### src/rtl/round_ctrl.sv
// ---------------------------------------------------------------------------
// round_ctrl
//
// Per-round duck sequencer sitting between the light-gun/video frontend and
// the core game FSM. It counts shots, runs the frame-based flight timer and
// the post-trigger hit window, decides how each round ends, and keeps the
// per-game bird tally, hit mask and score.
//
// Ports
//   Clk            system clock
//   Reset          synchronous, active-high reset (highest priority)
//   frame_tick     one-cycle pulse per video frame
//   new_round      start a new duck (acted on every cycle it is high)
//   reset_shots    reload shots_left to SHOTS, no state change
//   reset_score    clear score
//   reset_birds    clear birds_done, birds_hit, hit_mask (and game_over)
//   trigger        one-cycle gun-fire pulse
//   hit            light-sensor hit, only meaningful inside the hit window
//   no_shots_left  round lost by running out of shots
//   flew_away      duck gone without being shot
//   bird_shot      duck hit this round
//   game_over      birds_done has reached BIRDS_PER_GAME
//   shots_left     remaining shots this round
//   birds_done     ducks resolved this game (saturating)
//   birds_hit      ducks hit this game (saturating)
//   hit_mask       bit i set when duck i was hit
//   score          running score (saturating at 16'hFFFF)
//
// Every output is a register, so any input event shows up exactly one cycle
// after the cycle it was presented.
// ---------------------------------------------------------------------------
module round_ctrl #(
    parameter int SHOTS          = 3,
    parameter int FLY_FRAMES     = 300,
    parameter int HIT_WIN_FRAMES = 2,
    parameter int BIRDS_PER_GAME = 10,
    parameter int POINTS         = 500
) (
    input  logic                      Clk,
    input  logic                      Reset,
    input  logic                      frame_tick,
    input  logic                      new_round,
    input  logic                      reset_shots,
    input  logic                      reset_score,
    input  logic                      reset_birds,
    input  logic                      trigger,
    input  logic                      hit,
    output logic                      no_shots_left,
    output logic                      flew_away,
    output logic                      bird_shot,
    output logic                      game_over,
    output logic [1:0]                shots_left,
    output logic [3:0]                birds_done,
    output logic [3:0]                birds_hit,
    output logic [BIRDS_PER_GAME-1:0] hit_mask,
    output logic [15:0]               score
);

    localparam int FLY_W = $clog2(FLY_FRAMES + 1);
    localparam int WIN_W = $clog2(HIT_WIN_FRAMES + 1);

    localparam logic [1:0]       SHOTS_V   = 2'(SHOTS);
    localparam logic [3:0]       BIRDS_MAX = 4'(BIRDS_PER_GAME);
    localparam logic [FLY_W-1:0] FLY_LAST  = FLY_W'(FLY_FRAMES - 1);
    localparam logic [WIN_W-1:0] WIN_LAST  = WIN_W'(HIT_WIN_FRAMES - 1);

    typedef enum logic [2:0] {
        IDLE,
        FLY,
        WINDOW,
        SHOT,
        GONE
    } state_t;

    state_t           state;
    logic [FLY_W-1:0] fly_cnt;
    logic [WIN_W-1:0] win_cnt;

    logic                      birds_full;
    logic [3:0]                birds_done_inc;
    logic [3:0]                birds_hit_inc;
    logic                      game_over_inc;
    logic [BIRDS_PER_GAME-1:0] hit_mask_inc;
    logic [16:0]               score_sum;
    logic [15:0]               score_inc;
    logic                      fly_timeout;
    logic                      win_expire;

    // Saturating "one more duck" values, shared by every path that resolves
    // a round. Once the game is full the mask stops taking new bits.
    assign birds_full     = (birds_done >= BIRDS_MAX);
    assign birds_done_inc = birds_full ? birds_done : birds_done + 4'd1;
    assign birds_hit_inc  = (birds_hit >= BIRDS_MAX) ? birds_hit : birds_hit + 4'd1;
    assign game_over_inc  = (birds_done_inc >= BIRDS_MAX);
    assign hit_mask_inc   = birds_full ? hit_mask
                                       : (hit_mask | (BIRDS_PER_GAME'(1) << birds_done));

    // Score add is done one bit wider so the carry tells us to clamp.
    assign score_sum = {1'b0, score} + 17'(POINTS);
    assign score_inc = score_sum[16] ? 16'hFFFF : score_sum[15:0];

    // Timer end conditions are checked on the tick that would complete the
    // count, so the transition lands right after the final tick.
    assign fly_timeout = (fly_cnt == FLY_LAST);
    assign win_expire  = (win_cnt == WIN_LAST);

    // Round FSM with all registered outputs. new_round overrides the per
    // state behaviour; the clear strobes are applied last so that a cleared
    // value beats any increment made in the same cycle.
    always_ff @(posedge Clk) begin
        if (Reset) begin
            state         <= IDLE;
            fly_cnt       <= '0;
            win_cnt       <= '0;
            shots_left    <= SHOTS_V;
            birds_done    <= '0;
            birds_hit     <= '0;
            hit_mask      <= '0;
            score         <= '0;
            no_shots_left <= 1'b0;
            flew_away     <= 1'b0;
            bird_shot     <= 1'b0;
            game_over     <= 1'b0;
        end else begin
            if (new_round) begin
                state         <= FLY;
                fly_cnt       <= '0;
                win_cnt       <= '0;
                shots_left    <= SHOTS_V;
                no_shots_left <= 1'b0;
                flew_away     <= 1'b0;
                bird_shot     <= 1'b0;
            end else begin
                case (state)
                    IDLE: begin
                    end

                    FLY: begin
                        // A live trigger wins over a same-cycle timeout tick,
                        // and the flight timer is frozen while the window runs.
                        if (trigger && (shots_left != 2'd0)) begin
                            shots_left <= shots_left - 2'd1;
                            win_cnt    <= '0;
                            state      <= WINDOW;
                        end else if (frame_tick) begin
                            if (fly_timeout) begin
                                state         <= GONE;
                                flew_away     <= 1'b1;
                                no_shots_left <= (shots_left == 2'd0);
                                birds_done    <= birds_done_inc;
                                game_over     <= game_over_inc;
                            end else begin
                                fly_cnt <= fly_cnt + 1'b1;
                            end
                        end
                    end

                    WINDOW: begin
                        // A hit in the expiring cycle still counts.
                        if (hit) begin
                            state      <= SHOT;
                            bird_shot  <= 1'b1;
                            birds_done <= birds_done_inc;
                            birds_hit  <= birds_hit_inc;
                            hit_mask   <= hit_mask_inc;
                            score      <= score_inc;
                            game_over  <= game_over_inc;
                        end else if (frame_tick) begin
                            if (win_expire) begin
                                if (shots_left != 2'd0) begin
                                    state <= FLY;
                                end else begin
                                    state         <= GONE;
                                    flew_away     <= 1'b1;
                                    no_shots_left <= 1'b1;
                                    birds_done    <= birds_done_inc;
                                    game_over     <= game_over_inc;
                                end
                            end else begin
                                win_cnt <= win_cnt + 1'b1;
                            end
                        end
                    end

                    SHOT, GONE: begin
                    end

                    default: begin
                        state <= IDLE;
                    end
                endcase
            end

            // A reload always leaves shots available, so a GONE round stops
            // reporting "no shots left" once the shots come back.
            if (reset_shots) begin
                shots_left    <= SHOTS_V;
                no_shots_left <= 1'b0;
            end

            if (reset_score) begin
                score <= '0;
            end

            if (reset_birds) begin
                birds_done <= '0;
                birds_hit  <= '0;
                hit_mask   <= '0;
                game_over  <= 1'b0;
            end
        end
    end

endmodule

### config.mk
export PLATFORM = sky130hd
export DESIGN_NAME = round_ctrl
export DESIGN_NICKNAME = d
export VERILOG_FILES = /design/src/rtl/round_ctrl.sv
export SDC_FILE = /design/constraint.sdc
export NUM_CORES = 1
export LEC_CHECK = 0
export CAP_MARGIN = 15
export CELL_PAD_IN_SITES_DETAIL_PLACEMENT = 0
export CELL_PAD_IN_SITES_GLOBAL_PLACEMENT = 1
export CORE_AREA = 3 3 97 99
export CTS_BUF_LIST = sky130_fd_sc_hd__clkbuf_4
export CTS_CLUSTER_DIAMETER = 200
export DETAILED_ROUTE_END_ITERATION = 8
export DIE_AREA = 0 0 100 102
export PLACE_DENSITY_LB_ADDON = 0.05
export SETUP_SLACK_MARGIN = 0.3
export SLEW_MARGIN = 15
export SYNTH_ARGS = -nofsm -noshare
export SYNTH_HDL_FRONTEND = slang
export SYNTH_SLANG_ARGS = --single-unit
export TNS_END_PERCENT = 100
### constraint.sdc
create_clock -name Clk -period 5.7 [get_ports Clk]
set_input_delay 0.57 -clock Clk [delete_from_list [all_inputs] [get_ports Clk]]
set_output_delay 0.57 -clock Clk [all_outputs]
set_load 0.02 [all_outputs]
==> flow_summary.ini, run 1 <==
[outcome]
status = finished, final reports clean

[cells_and_area]
area_growth_pct = 24.6
fin_nets = 367
final_layout_size_suffix_gt1_share_pct = 6.05
fillers = 911
fin_util_pct = 37.3
fin_area_um2 = 3220
antennaDiodeCount = 0

[cts]
cts_tree = done
cts_root_buffer = clkbuf_4
cts_sinks = 53
cts_hold_buf = 0
clk_pin_slew_ps = 160
clock_path_buffers = 2
cts_setup_buffers = 0
htree_levels = 2
cts-buffers-inserted = 5
worstSkewPairLatency_ps = 390
cts_resized = 0

[worst_setup_path]
endpoint_kind = flop
slowest_delay_ps = 530
arrival_ps = 2550
cp-start-kind = flop
crit_fanout = 7
cp_top_family = simple AND/OR/NAND/NOR gates
slowest_stage = nor4_2
crit_path_cell_trace = ha_1 -> nand2_1 -> nor4_2 -> a21oi_2 -> or3_4 -> o31ai_1
crit_required_ps = 6010
crit_buf_inv = 0
critPathKind = reg -> reg

[power_and_ir_drop]
power.density_nw_per_um2 = 186
swShare_pct = 26.9
ir_drop_mv = 0.0692
cellInternalPower_w = 0.000439
p_leak_nw = 1.07
power_frac_clock_pct = 31.2
p_comb_share_pct = 6.3
p_total_w = 0.000600
pwr-share-seq_pct = 62.5
p_sw_w = 0.000161

[grt]
grt_use_total_pct = 13.3
grt_pass1_vias = 2213
antenna_found_initial = 0
overflow = 0
grt_pass1_wl_mm = 11.0
grt_max_degree = 23

[drt]
avgRoutedWirePerCell_um = 14.1
drt_drc_violations_left = 0
drtPass1Iterations = 4
ant_nets = 0
drt_iter0_drc = 84
vias = 2266
drt_wl_total_mm = 6.42
via_per_inst = 4.98

[timing]
rsz0062_at_grt = false
fmax_mhz = 447
tightest_slew_ps = 942
fin_crit_sh_pct = 39.2
hold_viol = 0
finalSetupViolations = 0
slew_headroom_pct = 35.6
tns_ps = 0
period_minus_slack_ps = 2240
finClkSkew_ps = 19.5
slew_violations = 0

[floorplanning]
start_util_pct = 29.9
fp.coreArea_um2 = 8640
ios = 49
num_rows = 34
fp.dieH_um = 102
die-width_um = 100
die_area_um2 = 10200

[synth]
ys_async_sr_fraction_pct = 0
synth_fa_ha_area_share_pct = 5.81
synth_area_leaders = dfxtp_1, nor2_1, ha_1
synth_xor_area_share_pct = 5.76
synth_nets = 321
synth_edf_count = 0
avgSynthCellArea_um2 = 8.61
synthCells = 300
synth_top_area_share_pct = 41.1
synth_compound_gate_area_share_pct = 16.9
synth_area_um2 = 2580
ys.flop_type = dfxtp_1
synth_warnings = 0
ys_ff_latch = 53
ys_seq_area_share_pct = 41.1
yosys.area_share.simple_pct = 24.7
synth_cell_types = 51
yosys.area.top_type = dfxtp_1
synth_top_family_by_area = simple AND/OR/NAND/NOR gates
synth_mux_area_share_pct = 1.99

[placed_design]
place_area_um2 = 3160
gp_congestion = 0.718
dpl.hpwl_mm = 4.77
port_buffers = 48

[flow_run]
maxCapViolations = 0

[worst_hold_path]
hold_path.class = reg -> reg
## power groups by stage
stage,Sequential (W),Clock [W],Combinational [W]
6_report,0.000375,0.000187,0.0000379
5_1_grt,0.000376,0.000212,0.0000424
4_1_cts,0.000375,0.000199,0.0000386
3_5_place_dp,0.000383,0,0.0000385
3_3_place_gp,0.000383,0,0.0000389
2_1_floorplan,0.000383,0,0.0000233
## worst reg2reg max path, cell delays in order, from the launching register on
cell	delay [ps]
dfxtp_1	450
ha_1	260
nand2_1	80
nor4_2	530
a21oi_2	220
or3_4	420
o31ai_1	220
## through the flow
step,worst slack (ps),hold slack (ps),std cells
after global routing,3160,507,455
after floorplan,3680,460,300
after detailed placement,3150,455,447
after global placement,3160,456,447
final,3460,480,455
after CTS,3450,487,455
## worst paths after layout
check	slack, ps	to	start	cells past startpoint
max	3460	game_over	fly_cnt[0]	6
min	480	flew_away	flew_away	2
max reg2reg	3460	game_over	fly_cnt[0]	6
min reg2reg	480	flew_away	flew_away	2
## routing by layer
layer / vias to the layer above / part of all wire (%) / track usage [%]
li1: 1164 / - / -
met1: 1055 / 49 / 17.7
met2: 41 / 46 / 21.9
met3: 6 / 3.8 / 2.59
met4: 0 / 1.3 / 4.04
met5: - / 0 / 0
## cell families after synthesis
logic type	Yosys count
flops	53
compound gates	66
buf+inv	22
xor+xnor	17
simple gates	125
mux	5
fa+ha+maj	12
## flip-flops by register name (all words and copies together), names as in the netlist
signal	count
bird_shot	1
birds_done	4
birds_hit	4
flew_away	1
fly_cnt	9
game_over	1
hit_mask	10
no_shots_left	1
score	15
shots_left	2
state	3
win_cnt	2
## layout by cell type, fill, tap and decap left out, drive strengths merged, types with 12 or more instances in the layout
cell | Yosys | final
clkdlybuf4s50 | 0 | 48
nand2 | 20 | 20
nand3 | 13 | 13
inv | 12 | 13
dfxtp | 53 | 53
o21ai | 19 | 19
a31oi | 13 | 13
a21oi | 13 | 13
nor2 | 46 | 46
ha | 12 | 12
## cells in the mapped netlist, types with 4 or more instances
library cell  instances
dfxtp_1              53
nand2_1              20
nor2_1               46
nand3_1              13
xnor2_1               7
mux2i_1               4
xor2_1               10
nand4_1               8
inv_1                12
a31oi_1              13
a21oi_1              12
nor3_1                6
or2_2                 4
o21ai_0              19
ha_1                 12
a311oi_1              5
clkbuf_1              5
nand2b_1              4
nor3b_1               4
## cell type report
type / count / area, um^2 / share of cell area, %
clock inverters: 3 / 25.0 / 0.777
clock buffers: 5 / 37.5 / 1.17
repair buffers: 49 / 488 / 15.2
flip-flops and latches: 53 / 1060 / 33.0
multi-input cells: 225 / 1430 / 44.3
well taps: 108 / 135 / 4.20
inverters: 12 / 45.0 / 1.40
Power figures use the tool's default switching activity.
==> inputs of run 2 (changes only) <==
==> constraint.sdc (replaced) <==
create_clock -name Clk -period 2.3 [get_ports Clk]
set_input_delay 0.23 -clock Clk [delete_from_list [all_inputs] [get_ports Clk]]
set_output_delay 0.23 -clock Clk [all_outputs]
set_load 0.02 [all_outputs]
==> run 2 against run 1 <==
Compared with the run above:
- via count rose by 2.4%
- power increased by 150%
- non-clock buffer count up 11
- setup slack lost 3000 ps
- sequential power is 150% higher
- clock skew decreased by 1.6 ps
- register-to-register slack worse by 3000 ps
- maximum frequency is 19% higher
- hold slack got worse by 60 ps
- final area rose by 3.9%
- critical path type unchanged
- largest cell class unchanged
- highest routed layer unchanged
==> flow_summary.ini, run 2 (synthesis gave the netlist of run 1 again) <==
[drt]
avgRoutedWirePerCell_um = 13.9
drtPass1Iterations = 4
drt_iter0_drc = 65
via_per_inst = 4.98
vias = 2320
ant_nets = 0
drt_drc_violations_left = 0
drt_wl_total_mm = 6.50

[placed_design]
dp_slack_ps = 261
place_area_um2 = 3240
dpl.hpwl_mm = 4.93
port_buffers = 48
gp_congestion = 0.762
dpl.cell_count = 458

[worst_setup_path]
crit_fanout = 8
rr_worst_depth = 5
critPathKind = reg -> reg
regToRegSetupSlack_ps = 420
crit_required_ps = 2590
r2r-end = game_over
r2r_start = state[0]
arrival_ps = 2170
endpoint_kind = flop
cp-start-kind = flop

[timing]
hold_viol = 0
finalSetupViolations = 0
tns_ps = 0
tightest_slew_ps = 506
period_minus_slack_ps = 1880
rsz0062_at_grt = true
slew_violations = 0
fin_crit_sh_pct = 81.7
final.setup.worst_slack_ps = 421
fmax_mhz = 532
slew_headroom_pct = 66.1
finClkSkew_ps = 17.9

[cts]
cts-buffers-inserted = 5
cts_tree = done
clk_pin_slew_ps = 160
worstSkewPairLatency_ps = 380
cts_setup_buffers = 0
cts_sinks = 53
htree_levels = 2
cts_root_buffer = clkbuf_4
clock_path_buffers = 2

[cells_and_area]
top_regs = score x15, hit_mask x10, fly_cnt x9
fin_area_um2 = 3350
fin_nets = 378
stdcell_count = 466
final_common_cell = dfxtp_1
antennaDiodeCount = 0
largest_reg_flops = 15
area_growth_pct = 29.5
final_cell_mix = dfxtp_1, clkdlybuf4s50_1, nor2_1
final_layout_size_suffix_gt1_share_pct = 11.5
top_register = score

[power_and_ir_drop]
p_leak_nw = 1.13
power.density_nw_per_um2 = 441
ir_drop_mv = 0.213

[flow_run]
maxCapViolations = 0

[grt]
grt_max_degree = 19
grt_use_total_pct = 13.7
grt_pass1_vias = 2340
overflow = 0
grt_pass1_wl_mm = 11.4
antenna_found_initial = 0

[floorplanning]
start_util_pct = 29.9
num_rows = 34
ios = 49
fp.dieH_um = 102
die_area_um2 = 10200
fp.coreArea_um2 = 8640
die-width_um = 100

[outcome]
status = finished, final reports clean

[worst_hold_path]
worstHoldStart = reset_shots
hold_path.class = in -> reg
min_to = no_shots_left
holdPathStages = 2
[run 2: worst max path at each step]
stage	start	to	slack (ps)	depth (start not counted)
floorplan	birds_done[0]	birds_done[2]	370	7
global placement	state[1]	score[9]	250	5
detailed placement	state[1]	score[7]	260	5
CTS	state[1]	score[11]	310	5
global route	state[1]	score[6]	220	6
finish	state[0]	game_over	420	5
[run 2: critical path: stages (launching register included)]
cell,delay (ps)
dfxtp_2,420
or3b_4,430
nor3_4,200
a21oi_2,110
or3_4,390
o31ai_1,250
[run 2: repair_timing]
item | in CTS | in global routing
hold buffers | 0 | 0
resized for setup | 1 | 10
setup endpoints to repair | 9 | 19
[run 2: cell type report]
| type | count | area (um^2) |
|---|---|---|
| clock inverters | 3 | 22.5 |
| inverters | 12 | 45.0 |
| clock buffers | 5 | 37.5 |
| flip-flops and latches | 53 | 1060 |
| fillers | 921 | 5290 |
| repair buffers | 60 | 571 |
| well taps | 108 | 135 |
| multi-input cells | 225 | 1470 |
[run 2: layer usage]
metal	GRT usage [%]	up-vias	share of wire, %
li1	-	1187	-
met1	18.5	1091	49
met2	22.5	37	47
met3	2.73	5	3.2
met4	3.42	0	1.1
met5	0	-	0
[run 2: where the power goes]
| part | internal, W | switching, W | total [W] |
|---|---|---|---|
| clock network | 0.000122 | 0.000321 | 0.000443 |
| registers | 0.000924 | 0.00000603 | 0.000930 |
| logic | 0.0000438 | 0.0000578 | 0.000102 |
[run 2: per-stage QoR]
step	total power (W)	hold slack, ps	util (%)
floorplan	0.00101	299	-
global placement	0.00105	459	37.5
detailed placement	0.00105	466	37.5
CTS	0.00151	392	38.2
global route	0.00156	422	38.7
finish	0.00147	420	38.7
